[src/rtl/uart_pkg.sv]
// Shared UART definitions: parity modes, receiver state encoding and the majority helper.
// Shared with the future uart_tx_cfg.
package uart_pkg;

  localparam int unsigned PARITY_NONE = 0;
  localparam int unsigned PARITY_ODD  = 1;
  localparam int unsigned PARITY_EVEN = 2;

  typedef enum logic [2:0] {
    RX_IDLE     = 3'd0,
    RX_START    = 3'd1,
    RX_DATA     = 3'd2,
    RX_PARITY   = 3'd3,
    RX_STOP     = 3'd4,
    RX_BRK_WAIT = 3'd5
  } rx_state_e;

  function automatic logic maj3(input logic a, input logic b, input logic c);
    return (a & b) | (a & c) | (b & c);
  endfunction

endpackage

[src/rtl/uart_rx_sampler.sv]
// Input conditioning for the UART receiver: 2-flop synchroniser, 3-tap window of the
// synchronised line, falling-edge detect and majority vote over the window.
module uart_rx_sampler
  import uart_pkg::*;
(
  input  logic clk,
  input  logic rst,
  input  logic i_rxi,
  output logic o_rs,
  output logic o_fall_c,
  output logic o_maj_c
);

  logic r_meta;
  logic r_rs;
  logic r_rs_d1;
  logic r_rs_d2;

  // Reset to the idle-high level so no start edge is seen coming out of reset.
  always_ff @(posedge clk) begin
    if (rst) begin
      r_meta  <= 1'b1;
      r_rs    <= 1'b1;
      r_rs_d1 <= 1'b1;
      r_rs_d2 <= 1'b1;
    end else begin
      r_meta  <= i_rxi;
      r_rs    <= r_meta;
      r_rs_d1 <= r_rs;
      r_rs_d2 <= r_rs_d1;
    end
  end

  assign o_rs     = r_rs;
  assign o_fall_c = r_rs_d1 & ~r_rs;
  assign o_maj_c  = maj3(r_rs, r_rs_d1, r_rs_d2);

endmodule

[src/rtl/uart_rx_cfg.sv]
// Configurable UART receiver: compile-time data width, parity and stop bits, with
// majority-voted sampling and framing/parity/break reporting.
module uart_rx_cfg
  import uart_pkg::*;
#(
  parameter int unsigned divisor   = 32,
  parameter int unsigned data_bits = 8,
  parameter int unsigned parity    = 0,
  parameter int unsigned stop_bits = 1
) (
  input  logic                 clk,
  input  logic                 rst,
  input  logic                 rxi,
  output logic [data_bits-1:0] data,
  output logic                 valid,
  output logic                 parity_err,
  output logic                 frame_err,
  output logic                 break_det,
  output logic                 busy
);

  localparam int unsigned CNT_W = $clog2(2 * divisor);
  localparam int unsigned BIT_W = $clog2(data_bits + 1);

  // The window completes one cycle after a bit centre, so the start decision lands on
  // count == divisor and later bits on a full-period wrap.
  localparam logic [CNT_W-1:0] HALF_CNT  = CNT_W'(divisor);
  localparam logic [CNT_W-1:0] FULL_CNT  = CNT_W'(2 * divisor - 1);
  localparam logic [BIT_W-1:0] DATA_LAST = BIT_W'(data_bits - 1);
  localparam logic [BIT_W-1:0] STOP_LAST = BIT_W'(stop_bits - 1);

  logic                 w_rs;
  logic                 w_fall;
  logic                 w_maj;
  logic                 w_centre;
  logic                 w_par_mismatch;
  logic                 w_is_break;

  rx_state_e            r_state;
  rx_state_e            w_state_nxt;
  logic [CNT_W-1:0]     r_cnt;
  logic [CNT_W-1:0]     w_cnt_nxt;
  logic [BIT_W-1:0]     r_bit;
  logic [BIT_W-1:0]     w_bit_nxt;
  logic [data_bits-1:0] r_shift;
  logic [data_bits-1:0] w_shift_nxt;
  logic [data_bits-1:0] r_data;
  logic [data_bits-1:0] w_data_nxt;
  logic                 r_par_bit;
  logic                 w_par_bit_nxt;
  logic                 r_perr;
  logic                 w_perr_nxt;
  logic                 r_ferr;
  logic                 w_ferr_nxt;
  logic                 r_valid;
  logic                 w_valid_nxt;
  logic                 r_perr_o;
  logic                 w_perr_o_nxt;
  logic                 r_ferr_o;
  logic                 w_ferr_o_nxt;
  logic                 r_brk;
  logic                 w_brk_nxt;
  logic                 r_busy;

  uart_rx_sampler u_sampler (
    .clk      (clk),
    .rst      (rst),
    .i_rxi    (rxi),
    .o_rs     (w_rs),
    .o_fall_c (w_fall),
    .o_maj_c  (w_maj)
  );

  assign w_centre = (r_cnt == FULL_CNT);

  // Odd parity wants the XOR of data and parity bit to be 1, even wants 0.
  assign w_par_mismatch = (parity == PARITY_ODD) ? ~(^{r_shift, w_maj}) : (^{r_shift, w_maj});

  assign w_is_break = (r_bit == BIT_W'(0)) && !w_maj && (r_shift == '0) &&
                      !((parity != PARITY_NONE) && r_par_bit);

  always_comb begin
    w_state_nxt   = r_state;
    w_cnt_nxt     = CNT_W'(r_cnt + 1'b1);
    w_bit_nxt     = r_bit;
    w_shift_nxt   = r_shift;
    w_data_nxt    = r_data;
    w_par_bit_nxt = r_par_bit;
    w_perr_nxt    = r_perr;
    w_ferr_nxt    = r_ferr;
    w_valid_nxt   = 1'b0;
    w_perr_o_nxt  = 1'b0;
    w_ferr_o_nxt  = 1'b0;
    w_brk_nxt     = 1'b0;

    unique case (r_state)
      RX_IDLE: begin
        w_cnt_nxt = '0;
        if (w_fall) begin
          w_state_nxt = RX_START;
          w_bit_nxt   = '0;
          w_perr_nxt  = 1'b0;
          w_ferr_nxt  = 1'b0;
        end
      end

      RX_START: begin
        if (r_cnt == HALF_CNT) begin
          w_cnt_nxt   = '0;
          w_state_nxt = w_maj ? RX_IDLE : RX_DATA;
        end
      end

      RX_DATA: begin
        if (w_centre) begin
          w_cnt_nxt   = '0;
          w_shift_nxt = {w_maj, r_shift[data_bits-1:1]};
          if (r_bit == DATA_LAST) begin
            w_bit_nxt   = '0;
            w_state_nxt = (parity != PARITY_NONE) ? RX_PARITY : RX_STOP;
          end else begin
            w_bit_nxt = BIT_W'(r_bit + 1'b1);
          end
        end
      end

      RX_PARITY: begin
        if (w_centre) begin
          w_cnt_nxt     = '0;
          w_par_bit_nxt = w_maj;
          w_perr_nxt    = w_par_mismatch;
          w_state_nxt   = RX_STOP;
        end
      end

      RX_STOP: begin
        if (w_centre) begin
          w_cnt_nxt = '0;
          if (w_is_break) begin
            w_brk_nxt   = 1'b1;
            w_state_nxt = RX_BRK_WAIT;
          end else begin
            w_ferr_nxt = r_ferr | ~w_maj;
            if (r_bit == STOP_LAST) begin
              w_valid_nxt  = 1'b1;
              w_data_nxt   = r_shift;
              w_perr_o_nxt = r_perr;
              w_ferr_o_nxt = r_ferr | ~w_maj;
              w_state_nxt  = RX_IDLE;
            end else begin
              w_bit_nxt = BIT_W'(r_bit + 1'b1);
            end
          end
        end
      end

      // Counter measures the current run of high cycles; any low sample restarts it.
      RX_BRK_WAIT: begin
        if (!w_rs) begin
          w_cnt_nxt = '0;
        end else if (r_cnt == FULL_CNT) begin
          w_state_nxt = RX_IDLE;
        end
      end

      default: begin
        w_state_nxt = RX_IDLE;
      end
    endcase
  end

  always_ff @(posedge clk) begin
    if (rst) begin
      r_state   <= RX_IDLE;
      r_cnt     <= '0;
      r_bit     <= '0;
      r_shift   <= '0;
      r_data    <= '0;
      r_par_bit <= 1'b0;
      r_perr    <= 1'b0;
      r_ferr    <= 1'b0;
      r_valid   <= 1'b0;
      r_perr_o  <= 1'b0;
      r_ferr_o  <= 1'b0;
      r_brk     <= 1'b0;
      r_busy    <= 1'b0;
    end else begin
      r_state   <= w_state_nxt;
      r_cnt     <= w_cnt_nxt;
      r_bit     <= w_bit_nxt;
      r_shift   <= w_shift_nxt;
      r_data    <= w_data_nxt;
      r_par_bit <= w_par_bit_nxt;
      r_perr    <= w_perr_nxt;
      r_ferr    <= w_ferr_nxt;
      r_valid   <= w_valid_nxt;
      r_perr_o  <= w_perr_o_nxt;
      r_ferr_o  <= w_ferr_o_nxt;
      r_brk     <= w_brk_nxt;
      r_busy    <= (w_state_nxt != RX_IDLE);
    end
  end

  assign data       = r_data;
  assign valid      = r_valid;
  assign parity_err = r_perr_o;
  assign frame_err  = r_ferr_o;
  assign break_det  = r_brk;
  assign busy       = r_busy;

endmodule

[config.mk]
export PLATFORM = sky130hd
export DESIGN_NAME = uart_rx_cfg
export DESIGN_NICKNAME = d
export VERILOG_FILES = /design/src/rtl/uart_pkg.sv /design/src/rtl/uart_rx_sampler.sv /design/src/rtl/uart_rx_cfg.sv
export SDC_FILE = /design/constraint.sdc
export NUM_CORES = 1
export LEC_CHECK = 0
export BUFFER_PORTS_ARGS = -buffer_cell sky130_fd_sc_hd__buf_4
export CELL_PAD_IN_SITES_DETAIL_PLACEMENT = 0
export CELL_PAD_IN_SITES_GLOBAL_PLACEMENT = 1
export CORE_UTILIZATION = 40
export DETAILED_ROUTE_END_ITERATION = 12
export PLACE_DENSITY_LB_ADDON = 0.1
export SYNTH_ARGS = -nofsm -noshare
export SYNTH_HDL_FRONTEND = slang
export SYNTH_HIERARCHICAL = 1
export SYNTH_SLANG_ARGS = --single-unit
[constraint.sdc]
create_clock -name clk -period 3.5 [get_ports clk]
set_input_delay 0.525 -clock clk [delete_from_list [all_inputs] [get_ports clk]]
set_output_delay 0.525 -clock clk [all_outputs]
set_load 0.01 [all_outputs]
==> results by group <==
Hold path
  – Hold endpoint: u_sampler/o_rs
  – HP Class: reg -> reg
  – Min-Delay Path Depth: 1
  – Hold Startpoint: u_sampler/r_meta

Worst setup path
  – CP Max Fanout: 10
  – Critical R2R Launch: r_cnt[0]
  – Worst r2r path cells: 6
  – Worst path required time: 3.67 ns
  – R2R Setup Slk: 1.07 ns
  – Reg2reg end: data[2]
  – CP peak stage delay: 0.62 ns
  – Crit path launch type: register
  – Worst path slowest cell: nand4_1
  – Worst-path cell chain: ha_1, and4_1, and2_1, nand4_1, mux2i_1, nor2_1
  – CP arrival: 2.60 ns
  – CP Class: reg -> reg
  – Endpoint class of the critical path: register

Detailed routing
  – Avg WL per Cell: 14.02 um
  – Antenna Nets Post-Route: 0
  – # DRC: 2
  – Total wire length: 3758 um
  – Vias/cell: 5.343
  – Via Count: 1432
  – Drt pass-1 iters: 8
  – 1st-iter DRT viols: 92

STA
  – Final count of hold timing violations: 0
  – Crit path time final: 2.426 ns
  – Fmax: 412.2 MHz
  – Crit share post-route: 69.32%
  – Final clock skew: 0.003316 ns
  – Fin Setup TNS: 0 ns
  – Hold slack: 0.4059 ns
  – Worst-Margin Slew: 0.6920 ns
  – Slew Limit Fails: 0
  – Slew HR: 53.73%
  – Final setup violation count: 0
  – RSZ-0062 raised after global routing: no

Global route
  – Vias in the first global route: 1318
  – Total GRT Usage: 16.25%
  – Largest net degree at the start of global routing: 37
  – Remaining global-route overflow: 0
  – Global-route wire length before repair: 6348 um
  – Initial antenna violation count: 0

Pwr
  – VDD IR-drop max: 0.0001557 V
  – Seq pwr share: 59.2%
  – Pwr dens: 373.7 nW/um2
  – Pwr Total: 782.2 uW
  – Combinational cell fraction of total power: 3.9%
  – Clock power share: 36.8%
  – Int Pwr: 606.3 uW
  – P_sw: 175.8 uW
  – Switching Share: 22.48%
  – LEAKAGE: 0.0008900 uW

Status
  – Failing checks: DRC
  – Status: finished with violations

Cells and area
  – Layout Utilization: 47.10%
  – Layout area overhead: 10.72%
  – Post-route cell area: 2093 um2
  – Inserted Diodes: 0
  – Fillers: 444
  – Fraction of layout cells with a size suffix above 1: 14.81%
  – Total Nets Final: 223

Clocking
  – # clock sinks: 40
  – H-Tree Depth: 2
  – CTS Buffer Depth: 2
  – Clock latency on the worst-skew pair: 0.29 ns
  – Hold-fix buffer count after cts: 0
  – Post_cts resized: 0
  – Clock slew at reported path FFs: 0.07 ns
  – Post-CTS setup buffers: 0
  – CTS tree: built
  – CTS Root Cell: clkbuf_8
  – Num CTS Buffers: 5

Synth
  – Syn Inst Count: 205
  – Syn Nets: 212
  – Top-count cell post-synth: dfxtp_1
  – Flops & latches, synth: 40
  – Area contributors post-synth: dfxtp_1 42%, mux2i_1 8.5%, nor2_1 5.4%
  – Post-synth top cells: 40 x dfxtp_1, 27 x nor2_1, 16 x mux2i_1
  – Yosys top cell area share: 42.36%
  – Async S/R FF share, synth: 0%
  – Number of synthesized flops with an enable pin: 0
  – Synth warnings: 6
  – Syn Area/Cell: 9.222 um2
  – Ys flop type: dfxtp_1
  – Yosys cell types: 50
  – Sequential share of the synthesized area: 42.36%
  – Largest area contributor in the netlist: dfxtp_1
  – Post-Syn Area: 1891 um2

Placement
  – Final HPWL DP: 2613 um
  – Placed Area: 2012 um2
  – Final GP Congestion: 0.7917
  – Port Buffers: 15

Die
  – DIE AREA: 5006 um2
  – Initial Util: 42.54%
  – Core area: 4444 um2
  – Core Rows: 24
  – Die height: 70.75 um
  – Die X: 70.75 um
  – IO Count: 16

Flow run
  – Max-capacitance violation count: 0
==> worst max-delay path by stage <==
stage,startpoint,endpoint,slack [ns]
floorplan,r_cnt[0],r_bit[3],1.56
global placement,r_cnt[0],data[2],1.15
detailed placement,r_cnt[0],data[4],1.08
CTS,r_cnt[0],data[2],1.07
global route,r_cnt[0],data[2],0.83
finish,r_cnt[0],data[2],1.07
==> kinds of logic (layout without fill, tap and decap cells) <==
logic type,count (synthesis),count (layout),synth area share (%)
AO/OA/AOI/OAI,36,36,12.91
multiplexers,16,16,8.471
XOR/XNOR,10,10,5.361
AND/OR/NAND/NOR,81,81,23.49
adder cells (fa/ha/maj),5,5,3.243
buffers and inverters,17,28,4.169
flip-flops,40,40,42.36
==> critical path, delay by kind of cell (launching register included) <==
| kind | cells | cell delay, ns |
|---|---|---|
| and+or+nand+nor | 4 | 1.36 |
| muxes | 1 | 0.34 |
| DFF | 1 | 0.38 |
| adders and majority gates | 1 | 0.22 |
==> placed cells by master, fill, tap and decap left out, types with 6 or more instances in the layout <==
cell     Yosys  routed
a21oi_1      9       9
buf_4        1      15
dfxtp_1     40      40
mux2i_1     16      16
nand2_1      6       6
nand3_1      6       6
nor2_1      27      27
nor3_1       8       8
xnor2_1      7       7
==> sequential cells by signal (all words and copies together) (netlist names), 3 cells and up <==
| signal | cells |
|---|---|
| r_state | 3 |
| r_bit | 4 |
| r_shift | 8 |
| r_cnt | 6 |
| data | 8 |
==> metrics by stage <==
step,setup WS [ns],std cells
6_report,1.074,268
5_1_grt,0.8340,268
4_1_cts,1.072,268
3_5_place_dp,1.084,261
3_3_place_gp,1.151,261
2_1_floorplan,1.561,205
==> cell type report <==
cell class	instances	area (um2)	share of cell area [%]
clock buffer	5	68.82	3.288
clock inverter	2	12.51	0.5977
inverter	6	22.52	1.076
multi-input combinational	148	1011	48.30
sequential	40	800.8	38.25
tap	52	65.06	3.108
timing repair buffer	15	112.6	5.380
==> metal layers <==
metal	GRT usage [%]	wire (um)	vias to the layer above
li1	-	-	750
met5	0	0	-
met1	21.44	1906	666
met3	5.840	125	2
met4	5.333	26	0
met2	24.79	1699	14
==> power by group through the flow <==
stage,logic (uW),clock network (uW),registers [uW]
final,30.7,288,463
after global routing,34.0,322,464
after CTS,31.2,303,463
after detailed placement,30.9,0,474
after global placement,30.6,0,474
after floorplan,23.3,0,472
No activity file was read; power rests on OpenSTA's default activity.
